**config.mk**
```make
export PLATFORM = sky130hd
export DESIGN_NAME = conv_layer_sequencer_flat
export DESIGN_NICKNAME = d
export VERILOG_FILES = /design/src/rtl/conv_layer_sequencer_if.sv /design/src/rtl/conv_layer_sequencer.sv /design/src/flat_wrapper.sv
export SDC_FILE = /design/constraint.sdc
export NUM_CORES = 1
export LEC_CHECK = 0
export CAP_MARGIN = 20
export CORE_AREA = 2 2 57 54
export CTS_BUF_LIST = sky130_fd_sc_hd__clkbuf_4
export DETAILED_ROUTE_END_ITERATION = 6
export DIE_AREA = 0 0 59 56
export PLACE_DENSITY_LB_ADDON = 0.15
export SKIP_CTS_REPAIR_TIMING = 1
export SYNTH_ARGS = -nofsm -noshare
export SYNTH_HDL_FRONTEND = slang
export SYNTH_SLANG_ARGS = --single-unit
```
**constraint.sdc**
```tcl
create_clock -name clk -period 3.7 [get_ports clk]
set_clock_uncertainty 0.15 [all_clocks]
set_input_delay 0.37 -clock clk [delete_from_list [all_inputs] [get_ports clk]]
set_output_delay 0.37 -clock clk [all_outputs]
set_load 0.005 [all_outputs]
```
**src/rtl/conv_layer_sequencer_if.sv**
```systemverilog
// Host, buffer and engine signals of the convolution layer sequencer.
// The slave modport is the sequencer side; master is the environment side.
interface conv_layer_sequencer_if #(
    parameter int unsigned DATA_W = 4,
    parameter int unsigned RES_W  = 10,
    parameter int unsigned IMG_AW = 4,
    parameter int unsigned FLT_AW = 2,
    parameter int unsigned IDX_W  = 3
);
    logic              start;
    logic              abort;
    logic              busy;
    logic              done;
    logic [IMG_AW-1:0] img_addr;
    logic [DATA_W-1:0] img_rdata;
    logic [FLT_AW-1:0] flt_addr;
    logic [DATA_W-1:0] flt_rdata;
    logic              conv_start;
    logic [DATA_W-1:0] conv_image;
    logic [DATA_W-1:0] conv_filter;
    logic              conv_read_en;
    logic [RES_W-1:0]  conv_result;
    logic              res_valid;
    logic [RES_W-1:0]  res_data;
    logic [IDX_W-1:0]  res_idx;

    modport slave (
        input  start, abort, img_rdata, flt_rdata, conv_result,
        output busy, done, img_addr, flt_addr, conv_start, conv_image, conv_filter,
               conv_read_en, res_valid, res_data, res_idx
    );

    modport master (
        output start, abort, img_rdata, flt_rdata, conv_result,
        input  busy, done, img_addr, flt_addr, conv_start, conv_image, conv_filter,
               conv_read_en, res_valid, res_data, res_idx
    );
endinterface

```
**src/rtl/conv_layer_sequencer.sv**
```systemverilog
// Sequences one pass of the convolution engine: fetch image/filter samples,
// stream them under conv_start, burst-read the window results and return
// each one tagged with its window index.
module conv_layer_sequencer #(
    parameter int unsigned TAPS     = 3,
    parameter int unsigned NUM_WIN  = 5,
    parameter int unsigned STRIDE   = 1,
    parameter int unsigned DATA_W   = 4,
    parameter int unsigned RES_W    = 10,
    parameter int unsigned IMG_AW   = 4,
    parameter int unsigned FLT_AW   = 2,
    parameter int unsigned READ_LAT = 1
) (
    input  logic                  clk,
    input  logic                  rst_n,
    conv_layer_sequencer_if.slave bus_io
);

    localparam int unsigned TW = (TAPS > 1) ? $clog2(TAPS) : 1;
    localparam int unsigned WW = (NUM_WIN > 1) ? $clog2(NUM_WIN) : 1;
    localparam int unsigned LW = (READ_LAT > 1) ? $clog2(READ_LAT) : 1;

    localparam logic [TW-1:0] TLast = TW'(TAPS - 1);
    localparam logic [WW-1:0] WLast = WW'(NUM_WIN - 1);
    localparam logic [LW-1:0] LLast = LW'(READ_LAT - 1);

    typedef enum logic [2:0] {
        StIdle,
        StFetch,
        StStream,
        StGap,
        StRead,
        StDrain,
        StDone
    } state_e;

    state_e              state_q, state_d;
    logic [TW-1:0]       t_q, t_d;
    logic [WW-1:0]       w_q, w_d;
    logic [WW-1:0]       rd_q, rd_d;
    logic [LW-1:0]       lat_q, lat_d;
    logic [WW-1:0]       idx_q, idx_d;
    logic [READ_LAT-1:0] vld_q, vld_d;

    logic              kill;
    logic              read_en;
    logic              res_valid;
    logic [WW-1:0]     aw;
    logic [TW-1:0]     at;
    logic [IMG_AW-1:0] img_addr_c;
    logic [FLT_AW-1:0] flt_addr_c;

    // Abort only acts once a pass is under way; in idle a start always wins.
    assign kill      = bus_io.abort && (state_q != StIdle);
    assign read_en   = (state_q == StRead);
    assign res_valid = vld_q[READ_LAT-1];

    // State, counters and result delay line.
    always_ff @(posedge clk or negedge rst_n) begin
        if (!rst_n) begin
            state_q <= StIdle;
            t_q     <= '0;
            w_q     <= '0;
            rd_q    <= '0;
            lat_q   <= '0;
            idx_q   <= '0;
            vld_q   <= '0;
        end else begin
            state_q <= state_d;
            t_q     <= t_d;
            w_q     <= w_d;
            rd_q    <= rd_d;
            lat_q   <= lat_d;
            idx_q   <= idx_d;
            vld_q   <= vld_d;
        end
    end

    // Next-state and phase counters; t is the fast index inside a window.
    always_comb begin
        state_d = state_q;
        t_d     = t_q;
        w_d     = w_q;
        rd_d    = rd_q;
        lat_d   = lat_q;
        unique case (state_q)
            StIdle: begin
                if (bus_io.start) begin
                    state_d = StFetch;
                    t_d     = '0;
                    w_d     = '0;
                    rd_d    = '0;
                    lat_d   = '0;
                end
            end
            StFetch: state_d = StStream;
            StStream: begin
                if (t_q == TLast) begin
                    t_d = '0;
                    if (w_q == WLast) begin
                        w_d     = '0;
                        state_d = StGap;
                    end else begin
                        w_d = w_q + WW'(1);
                    end
                end else begin
                    t_d = t_q + TW'(1);
                end
            end
            StGap: state_d = StRead;
            StRead: begin
                if (rd_q == WLast) begin
                    rd_d    = '0;
                    state_d = StDrain;
                end else begin
                    rd_d = rd_q + WW'(1);
                end
            end
            StDrain: begin
                if (lat_q == LLast) begin
                    lat_d   = '0;
                    state_d = StDone;
                end else begin
                    lat_d = lat_q + LW'(1);
                end
            end
            StDone: state_d = StIdle;
            default: state_d = StIdle;
        endcase
        if (kill) begin
            state_d = StIdle;
            t_d     = '0;
            w_d     = '0;
            rd_d    = '0;
            lat_d   = '0;
        end
    end

    // Result strobe trails conv_read_en by READ_LAT cycles; index advances per result.
    always_comb begin
        vld_d = READ_LAT'({vld_q, read_en});
        idx_d = idx_q;
        if (res_valid) begin
            idx_d = (idx_q == WLast) ? '0 : idx_q + WW'(1);
        end
        if (kill) begin
            vld_d = '0;
            idx_d = '0;
        end
    end

    // Buffer addresses lead the streamed sample by one cycle (synchronous-read buffers).
    always_comb begin
        aw         = '0;
        at         = '0;
        img_addr_c = '0;
        flt_addr_c = '0;
        if (state_q == StStream) begin
            aw = w_q;
            at = t_q;
            // The final stream cycle has nothing left to fetch, so it holds.
            if (!((w_q == WLast) && (t_q == TLast))) begin
                if (t_q == TLast) begin
                    aw = w_q + WW'(1);
                    at = '0;
                end else begin
                    at = t_q + TW'(1);
                end
            end
        end
        if ((state_q == StFetch) || (state_q == StStream)) begin
            img_addr_c = IMG_AW'(32'(aw) * STRIDE + 32'(at));
            flt_addr_c = FLT_AW'(at);
        end
    end

    assign bus_io.busy         = (state_q != StIdle);
    assign bus_io.done         = (state_q == StDone);
    assign bus_io.img_addr     = img_addr_c;
    assign bus_io.flt_addr     = flt_addr_c;
    assign bus_io.conv_start   = (state_q == StStream);
    assign bus_io.conv_image   = (state_q == StStream) ? bus_io.img_rdata : '0;
    assign bus_io.conv_filter  = (state_q == StStream) ? bus_io.flt_rdata : '0;
    assign bus_io.conv_read_en = read_en;
    assign bus_io.res_valid    = res_valid;
    assign bus_io.res_data     = res_valid ? bus_io.conv_result : '0;
    assign bus_io.res_idx      = idx_q;

endmodule
```
**src/flat_wrapper.sv**
```systemverilog
// flat-port wrapper written by rule: the top's interface ports become plain ports
module conv_layer_sequencer_flat 
#(
    parameter int unsigned TAPS     = 3,
    parameter int unsigned NUM_WIN  = 5,
    parameter int unsigned STRIDE   = 1,
    parameter int unsigned DATA_W   = 4,
    parameter int unsigned RES_W    = 10,
    parameter int unsigned IMG_AW   = 4,
    parameter int unsigned FLT_AW   = 2,
    parameter int unsigned READ_LAT = 1
)
  (clk, rst_n, bus_io_start, bus_io_abort, bus_io_img_rdata, bus_io_flt_rdata, bus_io_conv_result, bus_io_busy, bus_io_done, bus_io_img_addr, bus_io_flt_addr, bus_io_conv_start, bus_io_conv_image, bus_io_conv_filter, bus_io_conv_read_en, bus_io_res_valid, bus_io_res_data, bus_io_res_idx);
  conv_layer_sequencer_if #(.DATA_W(DATA_W), .RES_W(RES_W), .IMG_AW(IMG_AW), .FLT_AW(FLT_AW)) bus_io_i ();
  input  logic clk;
  input  logic rst_n;
  input wire logic [$bits(bus_io_i.start)-1:0] bus_io_start;
  input wire logic [$bits(bus_io_i.abort)-1:0] bus_io_abort;
  input wire logic [$bits(bus_io_i.img_rdata)-1:0] bus_io_img_rdata;
  input wire logic [$bits(bus_io_i.flt_rdata)-1:0] bus_io_flt_rdata;
  input wire logic [$bits(bus_io_i.conv_result)-1:0] bus_io_conv_result;
  output wire logic [$bits(bus_io_i.busy)-1:0] bus_io_busy;
  output wire logic [$bits(bus_io_i.done)-1:0] bus_io_done;
  output wire logic [$bits(bus_io_i.img_addr)-1:0] bus_io_img_addr;
  output wire logic [$bits(bus_io_i.flt_addr)-1:0] bus_io_flt_addr;
  output wire logic [$bits(bus_io_i.conv_start)-1:0] bus_io_conv_start;
  output wire logic [$bits(bus_io_i.conv_image)-1:0] bus_io_conv_image;
  output wire logic [$bits(bus_io_i.conv_filter)-1:0] bus_io_conv_filter;
  output wire logic [$bits(bus_io_i.conv_read_en)-1:0] bus_io_conv_read_en;
  output wire logic [$bits(bus_io_i.res_valid)-1:0] bus_io_res_valid;
  output wire logic [$bits(bus_io_i.res_data)-1:0] bus_io_res_data;
  output wire logic [$bits(bus_io_i.res_idx)-1:0] bus_io_res_idx;
  assign bus_io_i.start = bus_io_start;
  assign bus_io_i.abort = bus_io_abort;
  assign bus_io_i.img_rdata = bus_io_img_rdata;
  assign bus_io_i.flt_rdata = bus_io_flt_rdata;
  assign bus_io_i.conv_result = bus_io_conv_result;
  assign bus_io_busy = bus_io_i.busy;
  assign bus_io_done = bus_io_i.done;
  assign bus_io_img_addr = bus_io_i.img_addr;
  assign bus_io_flt_addr = bus_io_i.flt_addr;
  assign bus_io_conv_start = bus_io_i.conv_start;
  assign bus_io_conv_image = bus_io_i.conv_image;
  assign bus_io_conv_filter = bus_io_i.conv_filter;
  assign bus_io_conv_read_en = bus_io_i.conv_read_en;
  assign bus_io_res_valid = bus_io_i.res_valid;
  assign bus_io_res_data = bus_io_i.res_data;
  assign bus_io_res_idx = bus_io_i.res_idx;
  conv_layer_sequencer #(.TAPS(TAPS), .NUM_WIN(NUM_WIN), .STRIDE(STRIDE), .DATA_W(DATA_W), .RES_W(RES_W), .IMG_AW(IMG_AW), .FLT_AW(FLT_AW), .READ_LAT(READ_LAT)) u_core (.clk(clk), .rst_n(rst_n), .bus_io(bus_io_i));
endmodule
```
## After elaboration in Yosys (flattened, before gate mapping)

Index checks and enable logic that the tools add are counted.

- Memories: 0
- Bits in latches: 0
- Input port bits: 22
- ROM bits: 0
- Logic and storage cells: 79
- Memory bits (writable): 0
- Output and inout port bits: 32
- Bits in registers: 16

- $lt $le $gt $ge: 0
- Multiply operators: 0
- Add/sub/neg operators: 6
- Multiplexer cells: 37
- Reduce and logical (&&, ||, !) cells: 14
- Div/mod/pow operators: 0
- Shift-type cells: 0
- Equality and inequality tests: 15
- Bitwise operators: 0

Operator list:

| operator | count |
|---|---|
| $mux W3 | 18 |
| $eq A3 B3 Y1 const B | 6 |
| $pmux W3 S6 | 1 |
| $mux W2 | 6 |
| $mux W4 | 3 |
| $pmux W3 S2 | 2 |
| $reduce_bool A3 Y1 | 4 |
| $mux W10 | 1 |
| $add A3 B1 Y3 const B | 3 |
| $ne A3 B1 Y1 const B | 3 |
| $eq A3 B2 Y1 const B | 2 |
| $reduce_and A2 Y1 | 3 |
| $reduce_and A5 Y1 | 1 |
| $add A3 B2 Y4 | 1 |
| $mux W1 | 4 |
| $pmux W2 S2 | 1 |
| $eq A3 B1 Y1 const B | 1 |
| $logic_not A3 Y1 | 1 |
| $ne A3 B2 Y1 const B | 1 |
| $ne A3 B3 Y1 const B | 1 |
| $reduce_and A3 Y1 | 1 |
| $add A2 B1 Y2 const B | 1 |
| $eq A2 B2 Y1 const B | 1 |
| $logic_and A1 B1 Y1 | 2 |
| other kinds (4) | 4 |

## Depth between registers and ports, before layout

Gate-level depths: netlist (run 1).

- Depth after elaboration: 6
- Mapped depth: 11
- Mapped depth without buffers: 11

## Least setup slack after synthesis (run 1)

OpenSTA, ideal clock, no wires.

- Kind: reg-to-output
- Start point: register u_core.state_q[0]
- End point: output port bus_io_img_addr[1]
- Arrival time: 1.984 ns
- Path buffers: 3
- Setup slack: 1.196 ns
- Stages on the path, launching flop included: 9
- Cells stage by stage: dfrtp_1 > buf_6 > or3b_1 > buf_2 > buf_6 > nor3_1 > ha_1 > fa_1 > and2_1

- Longest elaborated chain between the ends: 4
- Elaborated cells between the ends (all ways): 7
- Those cells by class: add/sub: 1; eq/ne: 2; mux: 3; reduce/logical: 1

RTL lines:

| what | line | text |
|---|---|---|
| start: declaration | conv_layer_sequencer.sv:37 | `state_e state_q, state_d;` |
| start signal: assignment | conv_layer_sequencer.sv:61 | `state_q <= StIdle;` |
| start signal: assignment | conv_layer_sequencer.sv:69 | `state_q <= state_d;` |
| $eq A3 B2 Y1 | conv_layer_sequencer.sv:158, conv_layer_sequencer.sv:171 |  |
| $mux W3 or $mux W2 (tied branches) | conv_layer_sequencer.sv:158 | `if (state_q == StStream) begin` |
| $add A3 B2 Y4 | conv_layer_sequencer.sv:172 | `img_addr_c = IMG_AW'(32'(aw) * STRIDE + 32'(at));` |
| $mux W4 * | conv_layer_sequencer.sv:171 | `if ((state_q == StFetch) \|\| (state_q == StStream)) begin` |
| end: declaration | flat_wrapper.sv:24 | `output wire logic [$bits(bus_io_i.img_addr)-1:0] bus_io_img_addr;` |

Mark *: on every way between the ends. The rest lies on a longest branch, timed or not.

## Final worst setup path (run 1)

- Start point: register u_core.state_q[1]
- End point: output port bus_io_img_addr[2]

The elaborated chain is that of the path after synthesis.

==> flow_metrics.env, run 1 <==
export IMPL_outcome="completed"
export IMPL_syn_nets=171
export IMPL_drv_slew=0
export IMPL_cp_max_fo=14
export IMPL_r2r_cells=4
export IMPL_cts_tree="yes"
export IMPL_netlist_instances=140
export IMPL_antenna_cells=0
export IMPL_floorplan_initialDensity=0.447
export IMPL_num_vias=1194
export IMPL_yosys_area_top_type="dfrtp_1"
export IMPL_p_leak_uw=0.000714
export IMPL_antenna_found_initial=0
export IMPL_crit_path_start_kind="register"
export IMPL_yosysTopAreaCellShare=0.316
export IMPL_ant_nets=0
export IMPL_dr_pass1_iters=4
export IMPL_clock_sinks=15
export IMPL_fmax_ghz=0.292
export IMPL_synthToLayoutAreaGrowth_pct=46.9
export IMPL_root_buffer="clkbuf_4"
export IMPL_cts_buffers=3
export IMPL_wire_per_inst_um=12.7
export IMPL_numPortBuffers=53
export IMPL_die_h_um=56
export IMPL_coreArea_mm2=0.00266
export IMPL_ys_ff_latch=15
export IMPL_worstMarginPinSlew_ns=0.667
export IMPL_pin_count=54
export IMPL_dp_hpwl_um=2340
export IMPL_fin_cells=221
export IMPL_clk_pin_slew_worst_paths_ns=0.10
export IMPL_period_minus_slack_ns=3.43
export IMPL_dpl_cell_count=217
export IMPL_worstReg2RegStart="u_core.state_q[1]$_DFFE_PN0P_"
export IMPL_worstSetupStartpoint="u_core.state_q[1]$_DFFE_PN0P_"
export IMPL_initialDrtViolationCount=37
export IMPL_grt_pass1_wl_um=4640
export IMPL_syn_area_per_cell_um2=8.49
export IMPL_wirelength_um=2800
export IMPL_drive_gt1_frac=0.0471
export IMPL_hold_class="in2async"
export IMPL_period_share=0.927
export IMPL_vias_per_cell=5.40
export IMPL_maxCapViolCount=0
export IMPL_worstSkewPairLatency_ns=0.29
export IMPL_ys_seq_area_frac=0.316
export IMPL_layout_common_cells="clkdlybuf4s50_1 (53), and2_1 (21), dfrtp_1 (15), nand2_1 (13), a21oi_1 (10)"
export IMPL_power_uw=438
export IMPL_critPathArrivalTime_ns=2.91
export IMPL_fin_tns_setup_ns=0
export IMPL_powerDensity_mw_per_mm2=251
export IMPL_final_common_cell="clkdlybuf4s50_1"
export IMPL_track_usage=0.175
export IMPL_die_area_mm2=0.00330
export IMPL_ys_types=37
export IMPL_timing_hold_ws_ns=0.324
export IMPL_synth_area_mm2=0.00119
export IMPL_synth_area_leaders="dfrtp_1 (32%), and2_1 (11%), ha_1 (8.4%)"
export IMPL_hold_viol_final=0
export IMPL_ys_warn_count=0
export IMPL_route_detailed_drc=0
export IMPL_required_ns=3.18
export IMPL_htree_levels=1
export IMPL_slew_headroom=0.554
export IMPL_fillCellCount=224
export IMPL_num_rows=18
export IMPL_nNetsFinal=223
export IMPL_final_util=0.657
export IMPL_grt_pass1_vias=1057
export IMPL_gp_congestion=0.788
export IMPL_overflow=0
export IMPL_ir_drop_mv=0.236
export IMPL_grt_max_degree=18
export IMPL_cts_buffer_depth=2
export IMPL_path_class="reg2out"
export IMPL_rsz0062_at_grt="false"
export IMPL_critPathCaptureType="output port"
export IMPL_setup_viol=0
export IMPL_die_w_um=59
[final timing paths]
kind / slack (ns) / end
max: 0.27 / bus_io_img_addr[2]
max in group asynchronous: 2.64 / u_core.state_q[1]$_DFFE_PN0P_
max reg2reg: 1.70 / u_core.w_q[2]$_DFFE_PN0P_
min in group clk: 0.36 / u_core.w_q[0]$_DFFE_PN0P_
min: 0.32 / u_core.w_q[0]$_DFFE_PN0P_
min reg2reg: 0.36 / u_core.w_q[0]$_DFFE_PN0P_
[per-stage QoR]
step           instance area [µm²]  setup slack, ns
6_report                      1750            0.271
2_1_floorplan                 1190             1.20
3_5_place_dp                  1720            0.568
4_1_cts                       1750            0.252
3_3_place_gp                  1720            0.668
5_1_grt                       1750           0.0729
[registers in the layout, summed over array words and instances (netlist names)]
signal                   cells
u_core.rd_q                  3
u_core.bus_io.res_idx        3
u_core.state_q               3
u_core.bus_io.res_valid      1
u_core.w_q                   3
u_core.t_q                   2
[layer usage]
| layer | track usage | wire [µm] | up-vias | part of all wire |
|---|---|---|---|---|
| met5 | 0 | 0 | - | 0 |
| met4 | 0.0487 | 41 | 0 | 0.015 |
| met3 | 0.0395 | 329 | 4 | 0.12 |
| met2 | 0.310 | 1280 | 60 | 0.46 |
| met1 | 0.208 | 1150 | 546 | 0.41 |
| li1 | - | - | 584 | - |
[layout make-up]
class	instances	area (µm²)	share of cell area
multi-input combinational	110	739	0.423
tap	30	37.5	0.0215
inverter	9	33.8	0.0193
sequential	15	375	0.215
timing repair buffer	53	531	0.304
clock inverter	1	7.51	0.00430
clock buffer	3	22.5	0.0129
[critical path, cell delays in order (launching register included)]
cell             delay (ns)
dfrtp_1                0.54
or3b_1                 0.61
nor3_1                 0.23
ha_1                   0.22
fa_1                   0.17
inv_1                  0.05
o32ai_1                0.26
clkdlybuf4s50_1        0.54
[cell usage after synthesis]
cell	n
a21oi_1	10
and2b_1	1
nor4b_1	1
o32a_1	1
nand3b_1	1
ha_1	8
a2bb2oi_1	1
o221ai_2	1
o21ai_0	8
mux2i_1	1
clkbuf_1	2
nor3_1	4
o41ai_2	1
nand2_1	13
o32ai_1	1
buf_6	2
xnor2_1	2
nor2b_1	2
or4_4	1
fa_1	1
nor3b_1	1
and4b_1	1
and2_1	21
o22ai_1	1
nand2b_1	7
or3b_1	1
nor3b_2	1
nor2_1	7
o41ai_1	1
o21ai_1	3
a22o_1	1
buf_2	2
nand3_1	5
nor4b_2	1
or2b_1	1
inv_1	9
dfrtp_1	15
[power breakdown]
group | total (µW) | leakage (µW) | internal (µW) | switching [µW]
registers | 193 | 0.000207 | 174 | 19.3
clock network | 98.5 | 0.0000139 | 41.1 | 57.3
logic | 146 | 0.000494 | 82.7 | 63.7
total | 438 | 0.000714 | 298 | 140
[cells by family (layout without fill, tap and decap cells)]
logic type      Yosys count  after routing  synth area share
flops                    15             15             0.316
xor+xnor                  2              2            0.0147
buf+inv                  15             66            0.0621
fa+ha+maj                 9              9             0.101
simple gates             69             69             0.340
compound gates           29             29             0.158
mux                       1              1           0.00842
(Power assumes the default switching activity.)
==> run 2: changes to the inputs <==
--- a/config.mk
+++ b/config.mk
@@ -10,7 +10,9 @@
 export CTS_BUF_LIST = sky130_fd_sc_hd__clkbuf_4
 export DETAILED_ROUTE_END_ITERATION = 6
 export DIE_AREA = 0 0 59 56
+export HOLD_SLACK_MARGIN = 0.06
 export PLACE_DENSITY_LB_ADDON = 0.15
+export RECOVER_POWER = 100
 export SKIP_CTS_REPAIR_TIMING = 1
 export SYNTH_ARGS = -nofsm -noshare
 export SYNTH_HDL_FRONTEND = slang
==> flow_metrics.env, run 2 (synthesis results as in run 1) <==
export IMPL_wire_per_inst_um=12.6
export IMPL_antenna_found_initial=0
export IMPL_p_sw_uw=137
export IMPL_route_detailed_drc=0
export IMPL_overflow=0
export IMPL_cts_tree="yes"
export IMPL_clock_sinks=15
export IMPL_top_layer_used="met4"
export IMPL_final_common_cell="clkdlybuf4s50_1"
export IMPL_wl_met3_um=331
export IMPL_gp_congestion=0.788
export IMPL_seq_power_share=0.451
export IMPL_worstMarginPinSlew_ns=0.692
export IMPL_required_ns=3.18
export IMPL_slowest_stage="or3b_1"
export IMPL_rsz0062_at_grt="false"
export IMPL_clk_pin_slew_worst_paths_ns=0.10
export IMPL_die_h_um=56
export IMPL_power_frac_clock=0.230
export IMPL_fillCellCount=231
export IMPL_htree_levels=1
export IMPL_wl_met1_um=1120
export IMPL_period_minus_slack_ns=3.49
export IMPL_antenna_cells=0
export IMPL_path_cells="or3b_1, nor3_1, ha_1, fa_1, and2_1, dlygate4sd3_1"
export IMPL_ir_drop_mv=0.231
export IMPL_nNetsFinal=223
export IMPL_synthToLayoutAreaGrowth_pct=45.1
export IMPL_cts_buffers=3
export IMPL_setup_viol=0
export IMPL_initialDrtViolationCount=37
export IMPL_hold_viol_final=0
export IMPL_numPortBuffers=53
export IMPL_outcome="completed"
export IMPL_pin_count=54
export IMPL_wirelength_um=2790
export IMPL_power_uw=426
export IMPL_dr_pass1_iters=4
export IMPL_crit_path_start_kind="register"
export IMPL_worstSkewPairLatency_ns=0.29
export IMPL_critPathCaptureType="output port"
export IMPL_grt_pass1_wl_um=4640
export IMPL_dp_hpwl_um=2340
export IMPL_switching_share=0.321
export IMPL_fmax_ghz=0.286
export IMPL_cp_max_fo=14
export IMPL_drv_slew=0
export IMPL_vias_per_cell=5.43
export IMPL_root_buffer="clkbuf_4"
export IMPL_period_share=0.945
export IMPL_grt_pass1_vias=1057
export IMPL_multi_input_area_um2=717
export IMPL_powerDensity_mw_per_mm2=247
export IMPL_wl_met2_um=1300
export IMPL_cts_buffer_depth=2
export IMPL_p_leak_uw=0.000758
export IMPL_comb_power_share=0.319
export IMPL_maxCapViolCount=0
export IMPL_num_vias=1201
export IMPL_p_int_uw=289
export IMPL_slew_headroom=0.532
export IMPL_drive_gt1_frac=0.0262
export IMPL_cpPeakStageDelay_ns=0.59
export IMPL_fin_tns_setup_ns=0
export IMPL_ff_latch_area_um2=375
export IMPL_final_util=0.649
export IMPL_track_usage=0.175
export IMPL_path_class="reg2out"
export IMPL_critPathArrivalTime_ns=2.97
export IMPL_num_rows=18
export IMPL_layout_common_cells="clkdlybuf4s50_1 (31), dlygate4sd3_1 (22), dfrtp_1 (15), nand2_1 (13), and2_0 (12)"
export IMPL_coreArea_mm2=0.00266
export IMPL_die_w_um=59
export IMPL_ant_nets=0
export IMPL_grt_max_degree=18
export IMPL_hold_class="reg2reg"
export IMPL_die_area_mm2=0.00330
export IMPL_floorplan_initialDensity=0.447
[run 2: cell count changes in the layout (fill, tap and decap cells not counted), moves of 2 or more]
cell and change:
and2_1 -12, o21ai_1 -2, clkdlybuf4s50_1 -22, o21ai_0 +2
and2_0 +12, dlygate4sd3_1 +22
[run 2: final cells by class]
class | instances | share of cell area
multi-input cells | 110 | 0.416
clock buffers | 3 | 0.0131
flip-flops and latches | 15 | 0.218
inverters | 9 | 0.0196
well taps | 30 | 0.0218
clock inverters | 1 | 0.00435
repair buffers | 53 | 0.308
[run 2: worst paths after layout]
check,startpoint,cells past startpoint,slack (ns),end
worst max-delay path,u_core.state_q[1]$_DFFE_PN0P_,6,0.21,bus_io_img_addr[1]
worst min-delay path,u_core.w_q[0]$_DFFE_PN0P_,1,0.37,u_core.w_q[0]$_DFFE_PN0P_
worst max register to register,u_core.state_q[1]$_DFFE_PN0P_,4,1.74,u_core.w_q[2]$_DFFE_PN0P_
worst min register to register,u_core.w_q[0]$_DFFE_PN0P_,1,0.37,u_core.w_q[0]$_DFFE_PN0P_
max in group asynchronous,rst_n,1,2.57,u_core.state_q[1]$_DFFE_PN0P_
min in group asynchronous,rst_n,1,0.40,u_core.w_q[0]$_DFFE_PN0P_
[run 2: per-stage QoR]
stage | worst slack, ns | cells | instance area [µm²] | hold slack, ns
detailed placement | 0.568 | 217 | 1720 | 0.351
global route | 0.0428 | 221 | 1720 | 0.408
CTS | 0.252 | 221 | 1750 | 0.341
floorplan | 1.20 | 140 | 1190 | -0.0756
global placement | 0.668 | 217 | 1720 | 0.345
finish | 0.205 | 221 | 1720 | 0.371
[run 2: critical path, delay by kind of cell, from the launching register on]
kind	cells	cell delay (ns)
AND/OR/NAND/NOR	3	0.96
buffers and inverters	1	0.57
flip-flops	1	0.53
adder cells (fa/ha/maj)	2	0.63
[run 2: metal layers]
metal  track usage  vias to the layer above
met5             0                        -
met4        0.0487                        0
met3        0.0395                        4
met2         0.310                       59
met1         0.208                      556
li1              -                      582
[run 2: power by group through the flow]
stage,Sequential [µW],Clock [µW],Combinational (µW)
detailed placement,196,0,146
global placement,195,0,143
global route,195,107,151
finish,192,98.1,136
floorplan,187,0,89.3
CTS,193,101,147
==> run 3: changes to the inputs <==
--- a/config.mk
+++ b/config.mk
@@ -6,12 +6,12 @@
 export NUM_CORES = 1
 export LEC_CHECK = 0
 export CAP_MARGIN = 20
-export CORE_AREA = 2 2 57 54
+export CORE_AREA = 2 2 59 55
 export CTS_BUF_LIST = sky130_fd_sc_hd__clkbuf_4
 export DETAILED_ROUTE_END_ITERATION = 6
-export DIE_AREA = 0 0 59 56
+export DIE_AREA = 0 0 61 57
 export HOLD_SLACK_MARGIN = 0.06
-export PLACE_DENSITY_LB_ADDON = 0.15
+export PLACE_DENSITY = 0.76
 export RECOVER_POWER = 100
 export SKIP_CTS_REPAIR_TIMING = 1
 export SYNTH_ARGS = -nofsm -noshare
==> constraint.sdc (replaced) <==
create_clock -name clk -period 3.3 [get_ports clk]
set_clock_uncertainty 0.15 [all_clocks]
set_input_delay 0.33 -clock clk [delete_from_list [all_inputs] [get_ports clk]]
set_output_delay 0.33 -clock clk [all_outputs]
set_load 0.005 [all_outputs]
==> flow_metrics.env, run 3 (synthesis results as in run 1) <==
export IMPL_critPathArrivalTime_ns=2.66
export IMPL_maxCapViolCount=0
export IMPL_dr_pass1_iters=4
export IMPL_ant_nets=0
export IMPL_worstSkewPairLatency_ns=0.29
export IMPL_required_ns=2.82
export IMPL_final_common_cell="clkdlybuf4s50_1"
export IMPL_setup_viol=0
export IMPL_powerDensity_mw_per_mm2=280
export IMPL_grt_max_degree=18
export IMPL_layout_common_cells="clkdlybuf4s50_1 (30), dlygate4sd3_1 (22), dfrtp_1 (14), nand2_1 (12), and2_1 (11)"
export IMPL_finalWorstSetupSlack_ns=0.160
export IMPL_drive_gt1_frac=0.0567
export IMPL_p_leak_uw=0.000776
export IMPL_floorplan_initialDensity=0.407
export IMPL_dp_hpwl_um=2510
export IMPL_worstMarginPinSlew_ns=0.689
export IMPL_coreArea_mm2=0.00292
export IMPL_route_detailed_drc=0
export IMPL_drv_slew=0
export IMPL_path_class="reg2out"
export IMPL_initialDrtViolationCount=21
export IMPL_pin_count=54
export IMPL_antenna_cells=0
export IMPL_hold_class="in2async"
export IMPL_die_h_um=57
export IMPL_track_usage=0.182
export IMPL_timing_hold_ws_ns=0.361
export IMPL_overflow=0
export IMPL_cts_buffer_depth=2
export IMPL_pre_cts_ws_ns=0.262
export IMPL_htree_levels=1
export IMPL_grt_pass1_wl_um=4900
export IMPL_clock_sinks=15
export IMPL_synthToLayoutAreaGrowth_pct=48.6
export IMPL_antenna_found_initial=0
export IMPL_ir_drop_mv=0.228
export IMPL_cp_max_fo=4
export IMPL_num_vias=1174
export IMPL_gp_congestion=0.777
export IMPL_clk_pin_slew_worst_paths_ns=0.09
export IMPL_numPortBuffers=53
export IMPL_die_area_mm2=0.00348
export IMPL_period_share=0.952
export IMPL_cts_buffers=3
export IMPL_period_minus_slack_ns=3.14
export IMPL_fmax_ghz=0.318
export IMPL_die_w_um=61
export IMPL_cts_tree="yes"
export IMPL_fin_tns_setup_ns=0
export IMPL_num_rows=19
export IMPL_root_buffer="clkbuf_4"
export IMPL_rsz0062_at_grt="false"
export IMPL_crit_path_start_kind="register"
export IMPL_critPathCaptureType="output port"
export IMPL_wirelength_um=3030
export IMPL_slew_headroom=0.534
export IMPL_nNetsFinal=226
export IMPL_outcome="completed"
export IMPL_wire_per_inst_um=12.9
export IMPL_vias_per_cell=4.97
export IMPL_hold_viol_final=0
export IMPL_grt_pass1_vias=1134
-- run 3: metrics by stage --
| step | total power (µW) | area [µm²] | util | std cells |
|---|---|---|---|---|
| CTS | 506 | 1770 | 0.605 | 234 |
| global placement | 382 | 1740 | 0.595 | 230 |
| finish | 494 | 1770 | 0.604 | 236 |
| detailed placement | 389 | 1740 | 0.595 | 230 |
| floorplan | 309 | 1190 | - | 140 |
| global route | 529 | 1770 | 0.604 | 236 |
-- run 3: worst max-delay path: stages (launching register included) --
cell             delay [ns]
dfrtp_1                0.41
inv_1                  0.10
ha_2                   0.20
nand2_2                0.07
nand2_1                0.10
xnor2_1                0.13
nor2_1                 0.06
ha_1                   0.21
fa_1                   0.49
and2_1                 0.11
clkdlybuf4s50_1        0.49
-- run 3: cell type report --
type	count	area, µm²
clock buffers	4	30.0
fillers	274	1160
inverters	9	33.8
multi-input cells	110	724
flip-flops and latches	15	377
well taps	42	52.6
repair buffers	56	549
-- run 3: power breakdown --
group | internal (µW) | total (µW) | switching, µW | leakage (µW)
Sequential | 195 | 215 | 20.1 | 0.000205
Clock | 55.2 | 116 | 60.5 | 0.0000184
Combinational | 89.5 | 163 | 73.2 | 0.000553
Total | 340 | 494 | 154 | 0.000776
-- run 3: worst paths after layout --
check / startpoint / endpoint / slack, ns / cells past startpoint
worst max-delay path: u_core.w_q[0]$_DFFE_PN0P_ / bus_io_img_addr[1] / 0.16 / 10
worst min-delay path: rst_n / u_core.state_q[0]$_DFFE_PN0P_ / 0.36 / 1
worst max register to register: u_core.state_q[0]$_DFFE_PN0P_ / u_core.w_q[2]$_DFFE_PN0P_ / 1.30 / 5
worst min register to register: u_core.rd_q[2]$_DFFE_PN0P_ / u_core.rd_q[2]$_DFFE_PN0P_ / 0.37 / 1
max in group asynchronous: rst_n / u_core.state_q[1]$_DFFE_PN0P_ / 2.17 / 1
min in group clk: u_core.rd_q[2]$_DFFE_PN0P_ / u_core.rd_q[2]$_DFFE_PN0P_ / 0.37 / 1
-- run 3: per-layer routing --
metal,track usage,up-vias,routed length (µm)
met4,0.0280,0,0
met1,0.211,552,1210
li1,-,588,-
met2,0.341,34,1640
met5,0,-,0
met3,0.0431,0,186
